File: src/rtl/product_accumulator.sv
// Sums each group of COUNT unsigned products into one saturating ACC_W-bit result,
// taking products on an input valid/ready port and presenting results on an output port.
module product_accumulator #(
  parameter int PROD_W = 8,
  parameter int COUNT  = 4,
  parameter int ACC_W  = 10
) (
  input  logic              clk,
  input  logic              rst,
  input  logic              clear,
  input  logic              in_valid,
  output logic              in_ready,
  input  logic [PROD_W-1:0] in_product,
  output logic              out_valid,
  input  logic              out_ready,
  output logic [ACC_W-1:0]  out_sum,
  output logic              out_overflow,
  output logic              busy,
  output logic              dbg_state
);

  // Handshake: a transfer happens on a rising edge where valid && ready are both
  // high. in_ready and out_valid are pure decodes of the state register, so the
  // two ports are never ready/valid in the same cycle and neither depends on the
  // other side's signals combinationally.

  localparam int CNT_W = $clog2(COUNT);
  localparam int SUM_W = ((ACC_W > PROD_W) ? ACC_W : PROD_W) + 1;
  localparam logic [SUM_W-1:0] ACC_MAX  = (SUM_W'(1) << ACC_W) - SUM_W'(1);
  localparam logic [CNT_W-1:0] CNT_LAST = CNT_W'(COUNT - 1);

  typedef enum logic {
    ST_ACCUM = 1'b0,
    ST_DONE  = 1'b1
  } state_e;

  state_e             state_q, state_d;
  logic [ACC_W-1:0]   acc_q, acc_d;
  logic [CNT_W-1:0]   cnt_q, cnt_d;
  logic               busy_q, busy_d;
  logic               ovf_q, ovf_d;
  logic [ACC_W-1:0]   out_sum_q, out_sum_d;
  logic               out_ovf_q, out_ovf_d;

  logic [SUM_W-1:0]   sum_wide;
  logic               sat_hit;
  logic [ACC_W-1:0]   sum_sat;
  logic               accept;

  always_comb begin
    sum_wide = SUM_W'(acc_q) + SUM_W'(in_product);
    sat_hit  = (sum_wide > ACC_MAX);
    sum_sat  = sat_hit ? {ACC_W{1'b1}} : sum_wide[ACC_W-1:0];
    accept   = in_valid && (state_q == ST_ACCUM);
  end

  always_comb begin
    state_d   = state_q;
    acc_d     = acc_q;
    cnt_d     = cnt_q;
    busy_d    = busy_q;
    ovf_d     = ovf_q;
    out_sum_d = out_sum_q;
    out_ovf_d = out_ovf_q;

    // clear outranks both handshakes; out_sum is left as-is since out_valid drops.
    if (clear) begin
      state_d   = ST_ACCUM;
      acc_d     = '0;
      cnt_d     = '0;
      busy_d    = 1'b0;
      ovf_d     = 1'b0;
      out_ovf_d = 1'b0;
    end else begin
      case (state_q)
        ST_ACCUM: begin
          if (accept) begin
            if (cnt_q == CNT_LAST) begin
              out_sum_d = sum_sat;
              out_ovf_d = ovf_q | sat_hit;
              state_d   = ST_DONE;
              acc_d     = '0;
              cnt_d     = '0;
              busy_d    = 1'b0;
              ovf_d     = 1'b0;
            end else begin
              acc_d  = sum_sat;
              cnt_d  = cnt_q + 1'b1;
              busy_d = 1'b1;
              ovf_d  = ovf_q | sat_hit;
            end
          end
        end
        ST_DONE: begin
          if (out_ready) begin
            state_d = ST_ACCUM;
          end
        end
        default: begin
          state_d = ST_ACCUM;
        end
      endcase
    end
  end

  always_ff @(posedge clk or posedge rst) begin
    if (rst) begin
      state_q   <= ST_ACCUM;
      acc_q     <= '0;
      cnt_q     <= '0;
      busy_q    <= 1'b0;
      ovf_q     <= 1'b0;
      out_sum_q <= '0;
      out_ovf_q <= 1'b0;
    end else begin
      state_q   <= state_d;
      acc_q     <= acc_d;
      cnt_q     <= cnt_d;
      busy_q    <= busy_d;
      ovf_q     <= ovf_d;
      out_sum_q <= out_sum_d;
      out_ovf_q <= out_ovf_d;
    end
  end

  assign in_ready     = (state_q == ST_ACCUM);
  assign out_valid    = (state_q == ST_DONE);
  assign out_sum      = out_sum_q;
  assign out_overflow = out_ovf_q;
  assign busy         = busy_q;
  assign dbg_state    = state_q;

endmodule
File: config.mk
export PLATFORM = sky130hd
export DESIGN_NAME = product_accumulator
export DESIGN_NICKNAME = d
export VERILOG_FILES = /design/src/rtl/product_accumulator.sv
export SDC_FILE = /design/constraint.sdc
export NUM_CORES = 1
export LEC_CHECK = 0
export CORE_MARGIN = 2
export CORE_UTILIZATION = 47
export CTS_CLUSTER_DIAMETER = 200
export DETAILED_ROUTE_END_ITERATION = 6
export PLACE_DENSITY = 0.81
export SYNTH_ARGS = -nofsm -noshare
export SYNTH_HDL_FRONTEND = slang
export SYNTH_SLANG_ARGS = --single-unit
export TNS_END_PERCENT = 30
File: constraint.sdc
create_clock -name clk -period 2.3 [get_ports clk]
set_clock_uncertainty 0.1 [all_clocks]
set_input_delay 0.69 -clock clk [delete_from_list [all_inputs] [get_ports clk]]
set_output_delay 0.69 -clock clk [all_outputs]
set_load 0.01 [all_outputs]
* Word-level counts from Yosys, hierarchy flattened
Index checks and enable logic that the tools add are counted.
** Word-level totals
- Register bits after elaboration :: 26
- Output and inout port bits :: 15
- Word-level logic and storage cells :: 47
** Cells by class
- Add/sub/neg operators :: 2
- Equal/unequal tests :: 2
- Reductions and logical operators :: 6
- $lt $le $gt $ge :: 1
- Mux-type cells :: 26
- Bitwise operators :: 3
** Operators with widths (number)
- 10-bit 2-to-1 mux :: 5
- 1-bit 2-to-1 mux :: 16
- 10-bit by 8-bit adder with 11-bit output :: 1
- 11-bit by 10-bit greater-than comparator with 1-bit output (second input constant) :: 1
- 2-bit 2-to-1 mux :: 4
- 4-bit AND reduction :: 1
- 2-bit nonzero test :: 2
- 3-bit AND reduction :: 1
- 2-bit by 1-bit adder with 2-bit output (second input constant) :: 1
- 2-bit == test (second input constant) :: 1
- 2-bit inequality test (second input constant) :: 1
- 1-bit NOT :: 2
- 1-bit one-hot mux with 2 select lines :: 1
- 2-bit AND reduction :: 1
- 1-bit logical AND :: 1
- 1-bit OR :: 1

* Logic depth before layout (Yosys ltp)
Gate-level depths: netlist of run 1.
- Word-level depth :: 7
- Mapped depth :: 9
- Gate-level depth less buffers :: 8

* Worst setup path after synthesis of run 1
No wires, ideal clock.
- Path type :: input port to flip-flop
- Start :: in in_product[0]
- End :: reg acc_q[9]
- Path buffers :: 0
- Library setup time :: 94 ps
- Arrival time :: 2294 ps
- Stages :: 8
- Path slack :: -188 ps
- Cells stage by stage :: ha_1 inv_1 fa_1 nand2b_1 a211oi_1 o32a_1 o31ai_1 a211oi_1
** On the way
- Word-level cells in the longest chain between the ends :: 7
** Ends and longest elaborated chain
- from (decl) :: line 13 : input logic [PROD_W-1:0] in_product,
- 10-bit by 8-bit adder with 11-bit output (*) :: line 51 : sum_wide = SUM_W'(acc_q) + SUM_W'(in_product);
- 11-bit by 10-bit greater-than comparator with 1-bit output :: line 52 : sat_hit = (sum_wide > ACC_MAX);
- 10-bit 2-to-1 mux (*) :: line 53 : sum_sat = sat_hit ? {ACC_W{1'b1}} : sum_wide[ACC_W-1:0];
- 10-bit 2-to-1 mux (*) :: line 78 : if (cnt_q == CNT_LAST) begin
- 10-bit 2-to-1 mux (*) :: line 77 : if (accept) begin
- 10-bit 2-to-1 mux (*) :: line 75 : case (state_q)
- 10-bit 2-to-1 mux (*) :: line 67 : if (clear) begin
- to (signal assigned) :: line 109 : acc_q <= '0;
- to (signal assigned) :: line 117 : acc_q <= acc_d;
- to (decl) :: line 38 : logic [ACC_W-1:0] acc_q, acc_d;
Every way passes the cells marked *; elsewhere a longest branch is shown, timed or not. The select of a mux whose other input is x is not followed.
A chain may end at the register's enable or synchronous reset.

* Worst setup path in the final report of run 1
- Start :: in in_product[1]
- End :: reg acc_q[9]
The elaborated chain is that of the path after synthesis.

==> results of run 1 <==
-- what timing repair did --
item | CTS | global route
endpoints found under the hold margin | 0 | 0
setup buffers | 6 | 0
pin swaps | 17 | 14
endpoints found under the setup margin | 22 | 21
resized for setup | 36 | 13
-- kinds of logic (layout without fill, tap and decap cells) --
group | Yosys count | in the layout | share of synthesized area [%]
multiplexers | 2 | 2 | 1.280
XOR/XNOR | 4 | 4 | 2.240
buffers and inverters | 20 | 71 | 6.160
AND/OR/NAND/NOR | 61 | 61 | 19.04
flip-flops | 26 | 26 | 41.60
AO/OA/AOI/OAI | 50 | 50 | 21.20
adder cells (fa/ha/maj) | 10 | 10 | 8.480
-- tightest hold or removal path, delay by kind of cell, from the launching register on --
family	cells	cell delay [ns]
simple gates	1	0.05
flops	1	0.37
compound gates	1	0.06
-- where the power goes --
part	total [µW]	switching [µW]	internal (µW)
sequential	575	53.3	521
clock	324	148	177
combinational	677	333	344
total	1580	534	1040
-- final cells by class --
class	instances	area share, %
Multi-Input combinational cell	127	43.72
Sequential cell	26	28.17
Timing Repair Buffer	56	21.67
Tap cell	44	2.384
Inverter	11	1.788
Clock inverter	1	1.300
Clock buffer	3	0.9751
-- per-stage QoR --
| step | hold WS, ns | power, µW | setup WS [ns] |
|---|---|---|---|
| after CTS | 0.4097 | 1539 | -0.002380 |
| after detailed placement | 0.3785 | 1145 | -0.7368 |
| after global routing | 0.4439 | 1661 | -0.08968 |
| after floorplan | 0.3596 | 912.4 | -0.02778 |
| final | 0.4034 | 1576 | -0.01804 |
| after global placement | 0.3747 | 1119 | -0.6301 |
-- sequential cells by signal, summed over array words and instances, names as in the netlist --
signal        cells
acc_q            10
busy              1
cnt_q             2
dbg_state         1
out_overflow      1
out_sum          10
ovf_q             1
-- final timing paths --
kind	start	endpoint	slack (ns)	cells past startpoint
max reg2reg	acc_q[0]	out_sum[8]	0.02	8
max in group asynchronous	rst	cnt_q[0]	1.26	3
min in group asynchronous	rst	ovf_q	0.58	3
max	in_product[1]	acc_q[9]	-0.02	7
min	out_sum[9]	out_sum[9]	0.40	2
min reg2reg	out_sum[9]	out_sum[9]	0.40	2
-- metal layers --
metal / global-route usage (%) / wire length, µm
met5: 0 / 0
met1: 33.60 / 1972
met4: 6.991 / 45
met2: 45.56 / 2201
met3: 5.252 / 165
-- cell usage in the layout, fill, tap and decap left out, drive strengths merged, types with 3 or more instances in the layout --
cell type / synthesis / final
clkdlybuf4s50: 0 / 19
a21oi: 11 / 11
o21ai: 21 / 21
nor2b: 3 / 3
clkdlybuf4s15: 0 / 4
a211oi: 5 / 5
xnor2: 3 / 3
ha: 9 / 9
nor3: 8 / 8
inv: 11 / 11
dfrtp: 26 / 26
nor2: 17 / 17
clkbuf: 4 / 3
nand2b: 3 / 3
buf: 5 / 30
nand2: 21 / 21
dlygate4sd2: 0 / 3
==> summary.md, run 1 <==
| Metric | Value |
|---|---|
| Status | `finished, violations left` |
| Failing checks | `negative setup slack` |
| CP required | `2.46 ns` |
| All-Layer GR Usage | `26.31%` |
| Area after DPL | `0.002081 mm²` |
| Setup TNS | `-0.02091 ns` |
| Sequential cell area | `650.6 µm²` |
| Port bufs | `27` |
| Worst Path Max Fanout | `3` |
| Post-synth top area cell | `dfrtp_1` |
| Max Cap Viol | `0` |
| Clock slew at reported path FFs | `0.14 ns` |
| Mapped Cells | `173` |
| Crit path DAT | `2.47 ns` |
| CP max stage delay | `0.47 ns` |
| Total gr overflow | `0` |
| Synth Register Bits | `26` |
| Hold buffers post-CTS | `0` |
| CP most frequent cell | `a211oi_1` |
| Clk_lat worst skew | `0.34 ns` |
| Netlist cell types | `41` |
| # H-tree levels | `1` |
| Final WL | `4385 µm` |
| Post-synth EDFFs | `0` |
| Die W | `61.69 µm` |
| Final period util | `100.8%` |
| Post-Syn Area | `0.001564 mm²` |
| CP Class | `in -> reg` |
| Vias in the first global route | `1549` |
| Least-Margin Pin Slew | `0.5908 ns` |
| Min-Delay Path Class | `reg -> reg` |
| Die Footprint | `0.003805 mm²` |
| Residual DRC | `0` |
| Cell with the most instances after synthesis | `dfrtp_1` |
| ANT nets after route | `0` |
| DR WL/cell | `16.36 µm` |
| Synth top area cells | `dfrtp_1 (42%), ha_1 (7.2%), nand2_1 (5.0%)` |
| Endpoint type of the worst setup path | `register` |
| I/O Pins | `28` |
| Placed Instances | `260` |
| Max transition margin | `60.47%` |
| Sink Count | `26` |
| CTS tree | `yes` |
| Peak VDD IR | `558.4 µV` |
| Number of detailed-route iterations in the first pass | `4` |
| Antenna Cells | `0` |
| Post-route insts no fill | `268` |
| Slowest cell on crit path | `a211oi_1` |
| Gpl congestion | `0.9436` |
| Global-route wire length before repair | `7196 µm` |
| Post-synth top cells | `dfrtp_1 (26), nand2_1 (21), nor2_1 (17)` |
| Tmin final | `2.318 ns` |
| Multi-input gate area | `0.001010 mm²` |
| Vias per std cell | `5.485` |
| Setup-failing EPs final | `2` |
| CTS Buffer Depth | `2` |
| Leakage | `0.0009756 µW` |
| Pins Over Slew Limit | `0` |
| Hpwl dp | `3091 µm` |
| Syn. warnings | `0` |
| Startpoint Class | `primary input` |
| Clock root buffer | `clkbuf_4` |
| Starting Density | `50.40%` |
| Sequential fraction of the synthesis area | `41.60%` |
| CTS buffer count | `3` |
| Share of post-route cells with drive strength above 1 | `29.91%` |
| RSZ-0062 raised after global routing | `true` |
| Max Fclk | `0.4314 GHz` |
| Fill cells | `244` |
| Largest delay share family, worst path | `compound AO/OA/AOI/OAI gates` |
| Prevailing post-synth register cell | `dfrtp_1` |
| Largest net degree at the start of global routing | `27` |
| Post-synth top area share | `41.60%` |
| Layout Nets | `248` |
| FP Rows | `20` |
| Post-route cell area | `0.002310 mm²` |
| Syn Area/Cell | `9.040 µm²` |
| Setup ws final | `-0.01804 ns` |
| Async SR Flop Fraction | `100.0%` |
| Mapped Nets | `196` |
| Die Span Y | `61.69 µm` |
| Via count | `1470` |
| Initial antenna violation count | `0` |
| Total core area | `0.003103 mm²` |
| Critical-path cell list | `clkdlybuf4s15_2 > ha_1 > a211oi_1 > o21ai_1 > a21oi_1 > o31ai_1 > a211oi_1` |
| Area delta synth->final | `47.68%` |
| Power per cell area | `682.3 mW/mm²` |
| Fin. Hold Viols | `0` |
| Buf/Inv on CP | `1` |
| Starting DRC count in detailed routing | `72` |
| Fin util | `74.44%` |
Power figures use the tool's default switching activity.
==> run 2: changes to the inputs <==
--- a/config.mk
+++ b/config.mk
@@ -6,10 +6,10 @@
 export NUM_CORES = 1
 export LEC_CHECK = 0
 export CORE_MARGIN = 2
-export CORE_UTILIZATION = 47
+export CORE_UTILIZATION = 52
 export CTS_CLUSTER_DIAMETER = 200
 export DETAILED_ROUTE_END_ITERATION = 6
-export PLACE_DENSITY = 0.81
+export PLACE_DENSITY = 0.85
 export SYNTH_ARGS = -nofsm -noshare
 export SYNTH_HDL_FRONTEND = slang
 export SYNTH_SLANG_ARGS = --single-unit
==> constraint.sdc (replaced) <==
create_clock -name clk -period 2.4 [get_ports clk]
set_clock_uncertainty 0.1 [all_clocks]
set_input_delay 0.72 -clock clk [delete_from_list [all_inputs] [get_ports clk]]
set_output_delay 0.72 -clock clk [all_outputs]
set_load 0.01 [all_outputs]
==> summary.md, run 2 (synthesis results as in run 1) <==
| Metric | Value |
|---|---|
| Status | `finished, violations left` |
| Failing checks | `design-rule violations` |
| CTS buffer count | `3` |
| Die Footprint | `0.003462 mm²` |
| FP Rows | `19` |
| Starting DRC count in detailed routing | `95` |
| Min-Delay Path Class | `reg -> reg` |
| Number of detailed-route iterations in the first pass | `6` |
| Clk_lat worst skew | `0.32 ns` |
| Global-route wire length before repair | `6693 µm` |
| Critical-path cell list | `clkdlybuf4s50_1 > ha_4 > o211ai_1 > nor2_1 > nor2_1 > a2111oi_4 > o21ai_1` |
| CTS Buffer Depth | `2` |
| Setup-failing EPs final | `0` |
| Total gr overflow | `0` |
| ANT nets after route | `0` |
| Worst Path Max Fanout | `3` |
| Pins Over Slew Limit | `0` |
| Slowest cell on crit path | `clkdlybuf4s50_1` |
| Starting Density | `55.75%` |
| Initial antenna violation count | `0` |
| RSZ-0062 raised after global routing | `false` |
| Peak VDD IR | `444.6 µV` |
| Port bufs | `27` |
| Die W | `58.84 µm` |
| Crit path DAT | `2.44 ns` |
| Final period util | `97.47%` |
| Fin. Hold Viols | `0` |
| Leakage | `0.0009407 µW` |
| Final WL | `4069 µm` |
| Tmin final | `2.339 ns` |
| Most frequent cells in the layout | `dfrtp_1 (26), buf_4 (25), nand2_1 (21), clkdlybuf4s50_1 (20), o21ai_1 (17)` |
| Largest net degree at the start of global routing | `27` |
| Die Span Y | `58.84 µm` |
| Power per cell area | `626.3 mW/mm²` |
| Least-Margin Pin Slew | `0.5065 ns` |
| Max Fclk | `0.4275 GHz` |
| DR WL/cell | `16.15 µm` |
| Vias per std cell | `5.885` |
| Total core area | `0.002805 mm²` |
| I/O Pins | `28` |
| Setup WS pre-CTS | `-0.6616 ns` |
| Startpoint Class | `primary input` |
| Clock slew at reported path FFs | `0.13 ns` |
| Commonest non-fill, non-tap cell in the layout | `dfrtp_1` |
| Fin util | `78.32%` |
| CP max stage delay | `0.44 ns` |
| Antenna Cells | `0` |
| All-Layer GR Usage | `25.27%` |
| Setup TNS | `0 ns` |
| Setup ws final | `0.06077 ns` |
| Residual DRC | `2` |
| Layout Nets | `245` |
| CP Class | `in -> reg` |
| Max transition margin | `65.92%` |
| Sink Count | `26` |
| Hold buffers post-CTS | `0` |
| Vias in the first global route | `1444` |
| # H-tree levels | `1` |
| Endpoint type of the worst setup path | `register` |
| Gpl congestion | `0.8750` |
| Clock root buffer | `clkbuf_4` |
| Hpwl dp | `2895 µm` |
| Max Cap Viol | `0` |
| CP required | `2.51 ns` |
| CTS tree | `yes` |
| Share of post-route cells with drive strength above 1 | `25.79%` |
| CP most frequent cell | `nor2_1` |
| Via count | `1483` |
| Area delta synth->final | `40.48%` |
-- run 2: cell count changes in the layout (fill, tap and decap cells not counted), sizes merged --
cell / previous run / this run
clkdlybuf4s15: 4 / 0
dlygate4sd2: 3 / 5
buf: 30 / 27
bufinv: 1 / 0
clkbuf: 3 / 5
clkdlybuf4s50: 19 / 20
-- run 2: final cells by class --
class | instances | area, µm²
well taps | 31 | 38.79
clock buffers | 4 | 36.28
multi-input cells | 127 | 974.7
inverters | 11 | 43.79
fillers | 183 | 608.1
repair buffers | 53 | 452.9
flip-flops and latches | 26 | 650.6
-- run 2: worst paths after layout --
| check | depth (start not counted) | slack (ns) | end | startpoint |
|---|---|---|---|---|
| worst max-delay path | 7 | 0.06 | out_sum[7] | in_product[4] |
| worst min-delay path | 2 | 0.40 | out_sum[9] | out_sum[9] |
| worst max register to register | 9 | 0.14 | out_overflow | acc_q[0] |
| worst min register to register | 2 | 0.40 | out_sum[9] | out_sum[9] |
| max in group asynchronous | 3 | 1.32 | out_sum[8] | rst |
| min in group asynchronous | 3 | 0.63 | out_sum[2] | rst |
-- run 2: layer usage --
metal / GRT usage [%] / part of all wire [%] / vias up
li1: - / - / 696
met1: 34.81 / 44 / 728
met2: 43.02 / 49 / 51
met3: 1.978 / 5.5 / 8
met4: 6.818 / 1.9 / 0
met5: 0 / 0 / -
-- run 2: what timing repair did --
item	in CTS	in global routing
buffers inserted	2	0
hold endpoints to repair	0	0
endpoints found under the setup margin	22	16
resized for setup	33	4
pin swaps	14	3
gates cloned	0	0
-- run 2: worst max-delay path: cells and delay by family --
kind / cells / cell delay (ns)
fa+ha+maj: 1 / 0.31
compound gates: 3 / 0.62
simple gates: 2 / 0.36
buf+inv: 1 / 0.44
-- run 2: power by group --
part	internal (µW)	total (µW)	switching [µW]
sequential	500	551	51.1
clock	92.8	219	126
combinational	309	607	298
-- run 2: metrics by stage --
step                cells  cell area (µm²)  hold WS (ns)  total power, µW
global placement      246             2019        0.3664             1060
floorplan             173             1588        0.3538            854.3
detailed placement    246             2019        0.3806             1082
global route          252             2197        0.4347             1455
CTS                   252             2195        0.4107             1358
finish                252             2197        0.4019             1376
==> run 3: changes to the inputs <==
--- a/config.mk
+++ b/config.mk
@@ -6,10 +6,12 @@
 export NUM_CORES = 1
 export LEC_CHECK = 0
 export CORE_MARGIN = 2
-export CORE_UTILIZATION = 52
+export CORE_UTILIZATION = 58
 export CTS_CLUSTER_DIAMETER = 200
 export DETAILED_ROUTE_END_ITERATION = 6
-export PLACE_DENSITY = 0.85
+export DONT_BUFFER_PORTS = 1
+export GPL_TIMING_DRIVEN = 0
+export PLACE_DENSITY = 0.8
 export SYNTH_ARGS = -nofsm -noshare
 export SYNTH_HDL_FRONTEND = slang
 export SYNTH_SLANG_ARGS = --single-unit
==> constraint.sdc (replaced) <==
create_clock -name clk -period 2.5 [get_ports clk]
set_clock_uncertainty 0.1 [all_clocks]
set_input_delay 0.75 -clock clk [delete_from_list [all_inputs] [get_ports clk]]
set_output_delay 0.75 -clock clk [all_outputs]
set_load 0.01 [all_outputs]
==> summary.md, run 3 (synthesis results as in run 1) <==
| Metric | Value |
|---|---|
| Status | `finished clean` |
| CP required | `2.65 ns` |
| Critical-path cell list | `ha_1 > inv_1 > fa_1 > nand2b_4 > a211oi_2 > o32a_1 > o31ai_1 > a211oi_1` |
| Clock root buffer | `clkbuf_4` |
| Setup-failing EPs final | `0` |
| Sink Count | `26` |
| CTS tree | `yes` |
| Commonest non-fill, non-tap cell in the layout | `dfrtp_1` |
| Number of detailed-route iterations in the first pass | `5` |
| Hold_ws | `0.3889 ns` |
| Hpwl dp | `2640 µm` |
| Startpoint Class | `primary input` |
| Final period util | `94.60%` |
| CP Class | `in -> reg` |
| Initial antenna violation count | `0` |
| Die Footprint | `0.003128 mm²` |
| Vias in the first global route | `1276` |
| Min-Delay Path Class | `in -> async` |
| Hold buffers post-CTS | `0` |
| Gpl congestion | `0.8112` |
| All-Layer GR Usage | `23.06%` |
| I/O Pins | `28` |
| Post-route insts no fill | `208` |
| Most frequent cells in the layout | `dfrtp_1 (26), nand2_1 (21), nor2_1 (17), o21ai_1 (14)` |
| Total core area | `0.002522 mm²` |
| Placed Instances | `203` |
| Clk_lat worst skew | `0.33 ns` |
| CTS Buffer Depth | `2` |
| Layout Nets | `202` |
| Fin. Hold Viols | `0` |
| Max Fclk | `0.4228 GHz` |
| Peak VDD IR | `610.3 µV` |
| Fill cells | `203` |
| Power per cell area | `701.3 mW/mm²` |
| Tmin final | `2.365 ns` |
| Residual DRC | `0` |
| Via count | `1289` |
| Die Span Y | `55.93 µm` |
| Total gr overflow | `0` |
| Starting Density | `62.00%` |
| FP Rows | `18` |
| Fin util | `67.11%` |
| Crit path DAT | `2.52 ns` |
| Final WL | `3459 µm` |
| Global-route wire length before repair | `5775 µm` |
| Clock slew at reported path FFs | `0.13 ns` |
| Least-Margin Pin Slew | `0.9226 ns` |
| Antenna Cells | `0` |
| Endpoint type of the worst setup path | `register` |
| Slowest cell on crit path | `fa_1` |
| Worst Path Max Fanout | `5` |
| Largest net degree at the start of global routing | `27` |
| DR WL/cell | `16.63 µm` |
| Area delta synth->final | `8.240%` |
| CP max stage delay | `0.39 ns` |
| Die W | `55.93 µm` |
| # H-tree levels | `1` |
| Port bufs | `0` |
| Vias per std cell | `6.197` |
| ANT nets after route | `0` |
| Max Cap Viol | `0` |
| Share of post-route cells with drive strength above 1 | `10.11%` |
| Pins Over Slew Limit | `0` |
| Max transition margin | `38.43%` |
| CTS buffer count | `3` |
| RSZ-0062 raised after global routing | `false` |
| Starting DRC count in detailed routing | `59` |
| Leakage | `0.0007440 µW` |
==> run 3: power breakdown <==
group          internal, µW  switching, µW
sequential              480           63.1
combinational           140            215
clock                   163            127
total                   783            405
==> run 3: repair_timing <==
action / 4_1_cts / 5_1_grt
buffers inserted: 0 / 1
setup endpoints to repair: 0 / 3
gates resized for setup: 0 / 3
==> run 3: worst paths after layout <==
kind,cells past startpoint,startpoint,end,slack (ns)
max,8,in_product[0],acc_q[9],0.13
min,1,rst,out_sum[2],0.39
max reg2reg,8,acc_q[0],acc_q[9],0.16
min reg2reg,2,acc_q[0],acc_q[0],0.42
max in group asynchronous,1,rst,out_sum[4],1.35
min in group clk,2,acc_q[0],acc_q[0],0.42
==> run 3: worst max-delay path: cells and delay by family <==
family | cells | cell delay [ns]
AOI/OAI and AO/OA | 4 | 0.95
adders and majority gates | 2 | 0.56
and+or+nand+nor | 1 | 0.19
buffers and inverters | 1 | 0.06
==> run 3: routing by layer <==
metal / track usage (%) / vias to the layer above / part of all wire [%]
li1: - / 618 / -
met1: 31.66 / 618 / 42
met2: 38.95 / 44 / 51
met3: 2.093 / 9 / 5.0
met4: 7.143 / 0 / 2.1
met5: 0 / - / 0
==> run 3: layout make-up <==
class                           instances  area (µm²)  share of cell area (%)
Multi-Input combinational cell        127       848.3                   50.11
Sequential cell                        26       650.6                   38.43
Buffer                                  9       55.05                   3.252
Inverter                               11       41.29                   2.439
Tap cell                               30       37.54                   2.217
Clock inverter                          1       30.03                   1.774
Clock buffer                            3       22.52                   1.330
Timing Repair Buffer                    1       7.507                  0.4435
==> run 3: through the flow <==
stage                     TNS [ns]  cell area, µm²  power (µW)  setup WS (ns)
after floorplan                  0            1575       813.7        0.01726
after global placement      -3.331            1613       869.3        -0.1786
after detailed placement    -4.483            1613       892.4        -0.2556
after CTS                        0            1665        1178        0.07140
after global routing             0            1693        1255        0.02348
final                            0            1693        1187         0.1349
